--- src/rtl/sym_seq_pkg.sv ---
// Shared types and helpers for the 2-bit symbol sequence detector.
package sym_seq_pkg;

  localparam int unsigned SYM_W = 2;

  typedef enum logic {
    IDLE  = 1'b0,
    TRACK = 1'b1
  } state_t;

  // Increment v by one unless it has already reached max_v.
  function automatic logic [31:0] sat_inc(input logic [31:0] v, input logic [31:0] max_v);
    return (v >= max_v) ? v : v + 32'd1;
  endfunction

endpackage

--- src/rtl/sym_cmp2.sv ---
// Combinational full-width equality compare of two 2-bit symbols.
module sym_cmp2
  import sym_seq_pkg::*;
(
  input  logic [SYM_W-1:0] a,
  input  logic [SYM_W-1:0] b,
  output logic             eq_c
);

  // Both bits must agree.
  assign eq_c = (a == b);

endmodule

--- src/rtl/sym_seq_detect.sv ---
// Programmable 2-bit symbol sequence detector with saturating hit count.
// Optional build macro SYM_SEQ_DETECT_MISS_CNT_EN adds a saturating count of
// mismatches seen while tracking (miss_cnt).
module sym_seq_detect
  import sym_seq_pkg::*;
#(
  parameter int unsigned SEQ_LEN = 4,
  parameter int unsigned CNT_W   = 8
) (
  input  logic                         clk,
  input  logic                         rst_n,
  input  logic                         en,
  input  logic                         cfg_we,
  input  logic [$clog2(SEQ_LEN)-1:0]   cfg_idx,
  input  logic [SYM_W-1:0]             cfg_sym,
  input  logic                         in_valid,
  input  logic [SYM_W-1:0]             in_sym,
  output logic                         det,
  output logic [CNT_W-1:0]             det_cnt,
  output logic [$clog2(SEQ_LEN+1)-1:0] match_idx,
  output logic                         busy
`ifdef SYM_SEQ_DETECT_MISS_CNT_EN
  ,
  output logic [CNT_W-1:0]             miss_cnt
`endif
);

  localparam int unsigned IDX_W   = $clog2(SEQ_LEN);
  localparam int unsigned MIDX_W  = $clog2(SEQ_LEN + 1);
  localparam logic [31:0] CNT_MAX = 32'((64'd1 << CNT_W) - 64'd1);

  logic [SYM_W-1:0] pattern [SEQ_LEN];
  state_t           state;
  logic [IDX_W-1:0] cur_idx;
  logic             cur_hit_c;
  logic             first_hit_c;
  logic             last_c;

  // match_idx never reaches SEQ_LEN while tracking, so truncation is safe.
  assign cur_idx = IDX_W'(match_idx);
  assign last_c  = (match_idx == MIDX_W'(SEQ_LEN - 1));

  sym_cmp2 u_cmp_cur (
    .a    (in_sym),
    .b    (pattern[cur_idx]),
    .eq_c (cur_hit_c)
  );

  sym_cmp2 u_cmp_first (
    .a    (in_sym),
    .b    (pattern[0]),
    .eq_c (first_hit_c)
  );

  // Pattern registers; writes are dropped while a sequence is being tracked.
  always_ff @(posedge clk or negedge rst_n) begin
    if (!rst_n) begin
      for (int i = 0; i < SEQ_LEN; i++) pattern[i] <= '0;
    end else if (cfg_we && !busy && (32'(cfg_idx) < SEQ_LEN)) begin
      pattern[cfg_idx] <= cfg_sym;
    end
  end

  // Detector FSM with registered det pulse, progress index and hit counter.
  always_ff @(posedge clk or negedge rst_n) begin
    if (!rst_n) begin
      state     <= IDLE;
      match_idx <= '0;
      det       <= 1'b0;
      det_cnt   <= '0;
      busy      <= 1'b0;
    end else begin
      det <= 1'b0;
      if (!en) begin
        state     <= IDLE;
        match_idx <= '0;
        busy      <= 1'b0;
      end else if (in_valid) begin
        case (state)
          IDLE: begin
            if (first_hit_c) begin
              state     <= TRACK;
              match_idx <= MIDX_W'(1);
              busy      <= 1'b1;
            end
          end
          TRACK: begin
            if (cur_hit_c) begin
              if (last_c) begin
                state     <= IDLE;
                match_idx <= '0;
                busy      <= 1'b0;
                det       <= 1'b1;
                det_cnt   <= CNT_W'(sat_inc(32'(det_cnt), CNT_MAX));
              end else begin
                match_idx <= match_idx + MIDX_W'(1);
              end
            end else if (first_hit_c) begin
              match_idx <= MIDX_W'(1);
            end else begin
              state     <= IDLE;
              match_idx <= '0;
              busy      <= 1'b0;
            end
          end
          default: begin
            state     <= IDLE;
            match_idx <= '0;
            busy      <= 1'b0;
          end
        endcase
      end
    end
  end

`ifdef SYM_SEQ_DETECT_MISS_CNT_EN
  logic track_miss_c;

  assign track_miss_c = en && in_valid && (state == TRACK) && !cur_hit_c;

  // Saturating count of mismatches while tracking, restarts included.
  always_ff @(posedge clk or negedge rst_n) begin
    if (!rst_n) begin
      miss_cnt <= '0;
    end else if (track_miss_c) begin
      miss_cnt <= CNT_W'(sat_inc(32'(miss_cnt), CNT_MAX));
    end
  end
`endif

endmodule

--- config.mk ---
export PLATFORM = sky130hd
export DESIGN_NAME = sym_seq_detect
export DESIGN_NICKNAME = d
export VERILOG_FILES = /design/src/rtl/sym_seq_pkg.sv /design/src/rtl/sym_cmp2.sv /design/src/rtl/sym_seq_detect.sv
export SDC_FILE = /design/constraint.sdc
export NUM_CORES = 1
export LEC_CHECK = 0
export CORE_MARGIN = 2
export CORE_UTILIZATION = 50
export DETAILED_ROUTE_END_ITERATION = 8
export GPL_TIMING_DRIVEN = 0
export PLACE_DENSITY = 0.78
export SYNTH_ARGS = -nofsm -noshare
export SYNTH_HDL_FRONTEND = slang
export SYNTH_SLANG_ARGS = --single-unit
--- constraint.sdc ---
create_clock -name clk -period 2.35 [get_ports clk]
set_input_delay 0.705 -clock clk [delete_from_list [all_inputs] [get_ports clk]]
set_output_delay 0.705 -clock clk [all_outputs]
set_load 0.05 [all_outputs]
After elaboration in Yosys (flattened, before gate mapping)
Cells that the tools add are included.

Output and inout port bits: 13. Word-level logic and storage cells: 63. Register bits after elaboration: 22.

Equality and inequality tests: 7. $add $sub $neg: 2. Multiplexer cells: 31. Bitwise gates (word level): 4. Magnitude comparators: 4. Reductions and logical operators: 6.

Operator list (count): 2-to-1 mux 1 bit (17); 2-to-1 mux 3 bit (5); adder 8 x 1 -> 8 bit (second input constant) (1); bitwise mux 8 bit (1); >= comparator 8 bit (second input constant) (1); >= comparator 3 bit (second input constant) (2); 2-to-1 mux 2 bit (3); NOT 2 -> 3 bit (2); case mux 3 bit (2 select lines) (1); AND reduction 6 bit (1); binary-select mux 2 bit (select 2 bit) (1); demux 2 bit (select 2 bit) (1); == test 2 bit (2); != test 4 x 3 -> 1 bit (second input constant) (1); != test 4 bit (second input constant) (1); case mux 1 bit (2 select lines) (2); AND reduction 4 bit (1); adder 3 x 1 -> 3 bit (second input constant) (1); == test 3 x 2 -> 1 bit (second input constant) (1); < comparator 3 x 1 -> 1 bit (second input constant) (1); != test 3 bit (second input constant) (1); logical AND 1 bit (2); != test 2 x 1 -> 1 bit (second input constant) (1); NOT 1 bit (2); other kinds (2) (2).

Logic depth before layout (Yosys ltp)
Gate-level depths: netlist of the first run.

Depth after elaboration: 9. Gate-level depth with buffers: 7. Depth with buffers taken out: 6.

Hierarchy
Synthesis of the first run repeated with hierarchy kept, for this count alone.

Cells, all modules: 97. Area total of the unflattened synthesis: 1138.6 µm².

By module, submodules not included: sym_seq_detect (instances 1, cells an instance 91, area each 1096.1 µm²); sym_cmp2 (instances 2, cells an instance 3, area each 21.3 µm²).

Worst setup path before layout of the first run
No wires, ideal clock.

Path kind: register -> register. Start: register match_idx[1]. End: register det_cnt[1]. Data required time: 2222 ps. Setup time: 128 ps. Setup slack: 221 ps. Data arrival time: 2002 ps. Stages on the path, launching flop included: 7. Path through: dfrtp_1 -> buf_6 -> mux2i_1 -> mux2_4 -> a32o_1 -> nand2_1 -> mux2_1.

Word-level cells in the longest chain between the ends: 6. Elaborated cells between the ends (all ways): 7. Classes of those cells: 2 x eq/ne; 3 x mux; 1 x bitwise; 1 x reduce/logical.

Ends and longest elaborated chain: from (decl) (line sym_seq_detect.sv:20) `output logic [$clog2(SEQ_LEN+1)-1:0] match_idx,`; from (signal assigned) (line sym_seq_detect.sv:96) `match_idx <= match_idx + MIDX_W'(1);`; NOT 2 -> 3 bit (implied by the code) (line sym_seq_detect.sv:45) `.b (pattern[cur_idx]),`; binary-select mux 2 bit (select 2 bit) (line sym_seq_detect.sv:45); 2-to-1 mux 2 bit (implied by the code) (2 in a row) (line sym_seq_detect.sv:45); == test 2 bit (line sym_cmp2.sv:11) `assign eq_c = (a == b);`; AND reduction 6 bit (no source line) *; to (signal assigned) (line sym_seq_detect.sv:94) `det_cnt <= CNT_W'(sat_inc(32'(det_cnt), CNT_MAX));`; to (decl) (line sym_seq_detect.sv:19) `output logic [CNT_W-1:0] det_cnt,`.

Mark *: on every way between the ends. The rest lies on a longest branch, timed or not. The select of a mux whose other input is x is not followed. A chain may end at the register's enable or synchronous reset.

Final worst setup path of the first run
Start: register det_cnt[3]. End: output det_cnt[3].

No word-level cell between the ends.

==> run metrics, run 1 <==
Core Region=2212 sq um; Mapped Cells=about 100; final non-filler cell total=156; Switching Share=0.3499; reg2reg setup slack=400 ps; Antenna Diode Count=0; async set or reset register ratio after synthesis=1.000; Syn-to-layout area delta=24.09%; run status=finished clean; Reg power frac=0.488; Max-Cap Viols=0; reg-to-reg critical path startpoint=match_idx[0]; number of global-route vias before repair=between 800 and 900; layout cells sized above 1=0.1406; TNS Setup=0 ps; Initial Util=0.5283; Post-CTS Setup Inserts=0; Worst-Skew Late Latency=300 ps; Power, Total=1.081 mW; hold path depth=1; clock power share=0.157; RSZ-0062 raised after global routing=no; CP Max Fanout=5; Placer Congestion=0.7970; PostCTS Resize Cnt=1; critical path class=flip-flop to primary output; Starting DRT DRC Count=21; Hold Crit Class=flip-flop to flip-flop; buffers and inverters on the worst path=1; Final ANT Viol Nets=0; Hold Crit Endpoint=pattern[0]; port bufs=22; largest net degree at the start of global routing=23; synth top area cells=dfrtp_1 47%, mux2_2 7.7%, xnor2_1 5.2%, nand3_1 3.9%, xor2_1 3.7%; Synth cell types=34; Worst EP arrival=1590 ps; Post-Route WL=2203 um; IO Pins=24; Nets=143; Achievable Freq=0.4358 GHz; PwrDens=745.7 nW/um^2; die width=52.35 um; final hold vios=0; Main synth FF type=dfrtp_1; syn_area_per_cell=11.35 sq um; all-layer global routing usage=0.1763; slowest CP cell=clkdlybuf4s50_1; Worst Path Required=1640 ps; DIE AREA=2740 sq um; utilization after layout=0.6555; critical path's largest stage delay=840 ps; synthesis-stage register bit count=22; relative slew slack=0.3288; CP Cell Sequence=clkdlybuf4s50_1; drt drc=0; initial antenna violation count=0; clk_skew=1.381 ps; Worst Slack Setup Final=between 50 and 60 ps; TritonCTS clock tree=built; H-tree Lvls=1; Hold Crit Start=pattern[0]; VDD IR max=0.0006184 V; Reg2Reg Depth=6; Detailed Place HPWL=1678 um; syn_nets=116; first-pass GRT wire length=3498 um; clock root cell=clkbuf_4; CTS Buf Count=3; leak pwr=about 0.61 nW; placed cells=153; min Tclk post-route=2294 ps; sw power=between 0.3 and 0.4 mW; Synth top area share=0.4711; yosys warns=0; CTS hold repair buffers=0; Site Rows=17; Reg clk slew, reported paths=120 ps; final setup fails=0; worst flop-to-flop path endpoint=det_cnt[1]; Critical Path Sink Type=primary output; period utilization=0.9764; CTS Sinks=22; leading area contributor after synthesis=dfrtp_1; logic gate share of total power=0.355; dpl cell area=around 1400 sq um; Final Max Slew Viols=0; DP Worst Slack=-113.3 ps; Post-synth EDFFs=0; crit path launch type=flip-flop; Die Y=52.35 um; grt ovf=0; CTS Buffer Depth=2; cell family with most CP delay=buffers and inverters; via-per-instance ratio=5.647; Worst-Margin Slew=between 1000 and 1500 ps; routed vias=881; Post-Syn Area=1169 sq um; Int Pwr=0.7030 mW; WL/cell=between 10 and 15 um; sequential area share after synthesis=0.4711; First-pass DRT Iterations=4; Post-Layout Inst Area=1450 sq um; Worst Hold Slack=520.9 ps
==> registers in the layout (all words and copies together) (netlist names) <==
signal,count
busy,1
det,1
det_cnt,8
match_idx,3
pattern,8
state,1
==> cells in the mapped netlist, drive strengths merged, types with 2 or more instances <==
cell,count
nor2b,2
nand4,3
nor4bb,2
ha,2
buf,3
a32o,2
nand3b,2
inv,2
nand3,9
mux2i,4
a21oi,2
nor2,4
mux2,10
nand2,7
dfrtp,22
xnor2,7
nor3,2
nand2b,2
xor2,5
==> kinds of logic after synthesis <==
| family | synth area share |
|---|---|
| AND/OR/NAND/NOR | 0.1874 |
| flip-flops | 0.4711 |
| multiplexers | 0.1338 |
| AO/OA/AOI/OAI | 0.06425 |
| XOR/XNOR | 0.08994 |
| buffers and inverters | 0.03212 |
| adder cells (fa/ha/maj) | 0.02141 |
==> power by group through the flow <==
stage | logic, mW | registers (mW) | clock network, mW
6_report | 0.384 | 0.528 | 0.169
5_1_grt | 0.414 | 0.540 | 0.185
4_1_cts | 0.386 | 0.527 | 0.177
3_5_place_dp | 0.390 | 0.535 | 0
3_3_place_gp | 0.378 | 0.531 | 0
2_1_floorplan | 0.252 | 0.559 | 0
==> worst max path at each step <==
stage / from / endpoint / depth (start not counted)
6_report: det_cnt[3] / det_cnt[3] / 1
3_5_place_dp: in_sym[0] / det_cnt[1] / 6
5_1_grt: det_cnt[3] / det_cnt[3] / 1
2_1_floorplan: match_idx[1] / det_cnt[1] / 6
3_3_place_gp: in_valid / det_cnt[1] / 6
4_1_cts: match_idx[0] / match_idx[0] / 1
==> cell type report <==
type	instances	area, sq um
Sequential cell	22	550.5
Clock buffer	3	22.52
Multi-Input combinational cell	76	580.6
Timing Repair Buffer	22	224.0
Tap cell	28	35.03
Buffer	3	30.03
Fill cell	190	762.0
Inverter	2	7.507
==> routing by layer <==
| layer | vias to the layer above | GRT usage | share of wire |
|---|---|---|---|
| li1 | 427 | - | - |
| met1 | 432 | 0.2110 | 0.46 |
| met2 | 20 | 0.3042 | 0.50 |
| met3 | 2 | 0.03714 | 0.035 |
| met4 | 0 | 0.07265 | 0.0054 |
| met5 | - | 0 | 0 |
==> cell usage in the layout, fill, tap and decap left out, types with 2 or more instances in the layout <==
| cell type | n |
|---|---|
| buf_6 | 2 |
| a32o_1 | 2 |
| inv_1 | 2 |
| ha_1 | 2 |
| mux2i_1 | 4 |
| nand2b_1 | 2 |
| nand4_1 | 3 |
| nand3b_1 | 2 |
| dfrtp_1 | 22 |
| nor2_1 | 3 |
| nand2_1 | 7 |
| nor4bb_1 | 2 |
| nor2b_1 | 2 |
| a21oi_1 | 2 |
| xor2_1 | 5 |
| mux2_2 | 8 |
| dlymetal6s2s_1 | 2 |
| nor3_1 | 2 |
| clkbuf_4 | 3 |
| clkdlybuf4s50_1 | 19 |
| nand3_1 | 9 |
| xnor2_1 | 7 |
Power figures use the tool's default switching activity.
==> inputs of run 2 (changes only) <==
--- a/config.mk
+++ b/config.mk
@@ -10,6 +10,7 @@
 export DETAILED_ROUTE_END_ITERATION = 8
 export GPL_TIMING_DRIVEN = 0
 export PLACE_DENSITY = 0.78
+export SKIP_CTS_REPAIR_TIMING = 1
 export SYNTH_ARGS = -nofsm -noshare
 export SYNTH_HDL_FRONTEND = slang
 export SYNTH_SLANG_ARGS = --single-unit
==> run metrics, run 2 (same netlist as run 1, synthesis figures left out) <==
Post-Layout Inst Area=1454 sq um; clk_skew=between 1 and 1.5 ps; CP Cell Sequence=clkdlybuf4s50_1; placed cells=153; Reg clk slew, reported paths=120 ps; Worst Path Required=1640 ps; DP Worst Slack=-113.3 ps; die width=around 52 um; critical path's largest stage delay=840 ps; Worst EP arrival=~1600 ps; most frequent cells in the layout=22 x dfrtp_1, 19 x clkdlybuf4s50_1, 9 x nand3_1; Worst Slack Setup Final=55.18 ps; run status=finished clean; Core Region=approximately 2200 sq um; final setup fails=0; Largest regs=det_cnt x8, pattern x8, match_idx x3; Achievable Freq=0.4358 GHz; Met3 Routed Length=85 um; slowest CP cell=clkdlybuf4s50_1; sw power=0.3780 mW; Int Pwr=0.7077 mW; Nets=~140; CTS Buffer Depth=2; period utilization=0.9765; reg2reg setup slack=approximately 400 ps; all-layer global routing usage=0.1763; Die Y=roughly 52 um; largest net degree at the start of global routing=23; Crit. path cell count=1; Post-Route WL=~2200 um; dpl cell area=1424 sq um; Switching Share=0.3482; Placer Congestion=0.7970; drt drc=0; utilization after layout=0.6572; logic gate share of total power=0.358; Final Max Slew Viols=0; TNS Setup=0 ps; initial antenna violation count=0; buffers and inverters on the worst path=1; clock root cell=clkbuf_4; Detailed Place HPWL=1678 um; First-pass DRT Iterations=4; Power, Total=about 1.1 mW; port bufs=22; DIE AREA=2740 sq um; via-per-instance ratio=5.673; critical path class=flip-flop to primary output; CTS Buf Count=3; Initial Util=0.5283; WL/cell=roughly 14 um; layout cells sized above 1=0.1406; Reg power frac=0.486; PwrDens=746.8 nW/um^2; Syn-to-layout area delta=24.41%; TritonCTS clock tree=built; Antenna Diode Count=0; final non-filler cell total=156; Reg2Reg Depth=6; max layer used=met4; relative slew slack=0.3288; min Tclk post-route=2295 ps; Final ANT Viol Nets=0; met1 wire length=1006 um; worst flop-to-flop path endpoint=det_cnt[1]; clock power share=0.156; RSZ-0062 raised after global routing=no; Worst-Skew Late Latency=300 ps; reg-to-reg critical path startpoint=match_idx[0]; IO Pins=24; final hold vios=0; crit path launch type=flip-flop; leak pwr=0.6241 nW; VDD IR max=0.0006184 V; H-tree Lvls=1; number of global-route vias before repair=822; Hold Crit Class=flip-flop to flip-flop; cell family with most CP delay=buffers and inverters; CP Max Fanout=5; Max-Cap Viols=0; commonest non-fill, non-tap cell in the layout=dfrtp_1; grt ovf=0; Worst-Margin Slew=1004 ps; CTS Sinks=22; Starting DRT DRC Count=21; Hold Crit Start=pattern[0]; hold path depth=1; first-pass GRT wire length=approximately 3500 um; met2 routed WL=1096 um; Worst Hold Slack=520.9 ps; Critical Path Sink Type=primary output; Site Rows=17; Hold Crit Endpoint=pattern[0]; routed vias=885
==> run 2: changes by cell type in the layout (fill, tap and decap cells not counted), sizes merged <==
cell | previous run | this run
dlymetal6s2s | 2 | 3
dlygate4sd2 | 1 | 0
==> run 2: metal layers <==
metal / track usage / vias to the layer above
met3: 0.03714 / 2
met5: 0 / -
li1: - / 427
met2: 0.3042 / 22
met1: 0.2110 / 434
met4: 0.07265 / 0
==> run 2: final cells by class <==
cell class	count	area (sq um)
fill	188	758.2
multi-input combinational	76	580.6
sequential	22	550.5
timing repair buffer	22	227.7
tap	28	35.03
buffer	3	30.03
clock buffer	3	22.52
inverter	2	7.507
==> run 2: worst max path at each step <==
stage	slack (ps)	endpoint	start
floorplan	220	det_cnt[1]	match_idx[1]
global placement	-90	det_cnt[1]	in_valid
detailed placement	-110	det_cnt[1]	in_sym[0]
CTS	-20	busy	busy
global route	3	det_cnt[3]	det_cnt[3]
finish	60	det_cnt[3]	det_cnt[3]
==> run 2: power by group through the flow <==
stage               logic, mW  registers (mW)  clock network [mW]
floorplan               0.252           0.559                   0
global placement        0.378           0.531                   0
detailed placement      0.390           0.535                   0
CTS                     0.392           0.527               0.177
global route            0.418           0.540               0.185
finish                  0.389           0.528               0.169
==> inputs of run 3 (changes only) <==
==> constraint.sdc (replaced) <==
create_clock -name clk -period 2.35 [get_ports clk]
set_input_delay 0.705 -clock clk [delete_from_list [all_inputs] [get_ports clk]]
set_output_delay 0.705 -clock clk [all_outputs]
set_load 0.01 [all_outputs]
==> run metrics, run 3 (same netlist as run 1, synthesis figures left out) <==
run status=finished clean; most frequent cells in the layout=22 x dfrtp_1, 22 x clkdlybuf4s50_1, 9 x nand3_1; port bufs=22; Achievable Freq=0.4680 GHz; final hold vios=0; die width=52.35 um; clk_skew=1.728 ps; number of global-route vias before repair=822; Reg power frac=0.503; hold path depth=1; CTS Buf Count=3; Worst Slack Setup Final=213.2 ps; final setup fails=0; leak pwr=0.5746 nW; Hold Crit Class=flip-flop to flip-flop; critical path class=primary input to flip-flop; Starting DRT DRC Count=21; Antenna Diode Count=0; layout cells sized above 1=0.1406; crit path launch type=primary input; Post-Layout Inst Area=roughly 1400 sq um; Placer Congestion=0.7970; Core Region=2212 sq um; Power, Total=approximately 1.0 mW; Worst EP arrival=2330 ps; Int Pwr=0.7090 mW; period utilization=0.9093; Max-Cap Viols=0; Final ANT Viol Nets=0; drt drc=0; Syn-to-layout area delta=23.77%; Final Max Slew Viols=0; Die Y=52.35 um; RSZ-0062 raised after global routing=no; Post-Route WL=2207 um; all-layer global routing usage=0.1763; relative slew slack=0.3343; grt ovf=0; via-per-instance ratio=5.635; H-tree Lvls=1; first-pass GRT wire length=3498 um; CTS Sinks=22; Worst-Margin Slew=995.4 ps; Site Rows=17; PwrDens=725.8 nW/um^2; Nets=143; Reg2Reg Depth=6; Reg clk slew, reported paths=120 ps; initial antenna violation count=0; CP Max Fanout=4; Switching Share=0.3247; CTS Buffer Depth=2; logic gate share of total power=0.335; DP Worst Slack=-113.3 ps; WL/cell=about 14 um; clock power share=0.162; VDD IR max=between 0.0006 and 0.0007 V; clock root cell=clkbuf_4; sw power=about 0.34 mW; routed vias=879; Detailed Place HPWL=1678 um; Worst-Skew Late Latency=300 ps; DIE AREA=~2700 sq um; First-pass DRT Iterations=4; largest net degree at the start of global routing=23; Critical Path Sink Type=flip-flop; dpl cell area=1424 sq um; Initial Util=0.5283; Largest regs=det_cnt x8, pattern x8, match_idx x3; Worst Path Required=approximately 2600 ps; IO Pins=24; TritonCTS clock tree=built; min Tclk post-route=2137 ps
[run 3: final timing paths]
check	start	endpoint	slack [ps]
worst max-delay path	in_sym[0]	det_cnt[1]	210
worst min-delay path	pattern[0]	pattern[0]	520
worst max register to register	match_idx[0]	det_cnt[1]	390
worst min register to register	pattern[0]	pattern[0]	520
max in group asynchronous	rst_n	pattern[7]	810
min in group asynchronous	rst_n	match_idx[2]	940
[run 3: power by group through the flow]
| stage | Clock, mW | Sequential [mW] | Combinational (mW) |
|---|---|---|---|
| floorplan | 0 | 0.521 | 0.252 |
| global placement | 0 | 0.531 | 0.340 |
| global route | 0.185 | 0.540 | 0.382 |
| detailed placement | 0 | 0.535 | 0.352 |
| finish | 0.170 | 0.528 | 0.352 |
| CTS | 0.177 | 0.527 | 0.354 |
[run 3: per-stage QoR]
step	utilization	hold WS, ps	TNS, ps	instances
floorplan	-	409.4	0	103
global placement	0.6437	483.1	-91.53	153
detailed placement	0.6437	494.7	-156.4	153
CTS	0.6538	522.4	0	156
global route	0.6538	544.5	0	156
finish	0.6538	521.0	0	156
[run 3: final cells by class]
type                       count  area (sq um)
fill                         191         765.7
multi-input combinational     76         580.6
sequential                    22         550.5
timing repair buffer          22         220.2
tap                           28         35.03
buffer                         3         30.03
clock buffer                   3         22.52
inverter                       2         7.507
[run 3: layer usage]
metal | wire, um | share of wire | track usage | vias to the layer above
met5 | 0 | 0 | 0 | -
met4 | 12 | 0.0054 | 0.07265 | 0
met3 | 75 | 0.034 | 0.03714 | 2
met2 | 1106 | 0.50 | 0.3042 | 20
met1 | 1013 | 0.46 | 0.2110 | 430
li1 | - | - | - | 427
[run 3: worst max-delay path, stage by stage]
cell	delay, ps
clkdlybuf4s50_1	480
nor2b_1	170
mux2_4	280
a32o_1	250
nand2_1	110
mux2_1	330
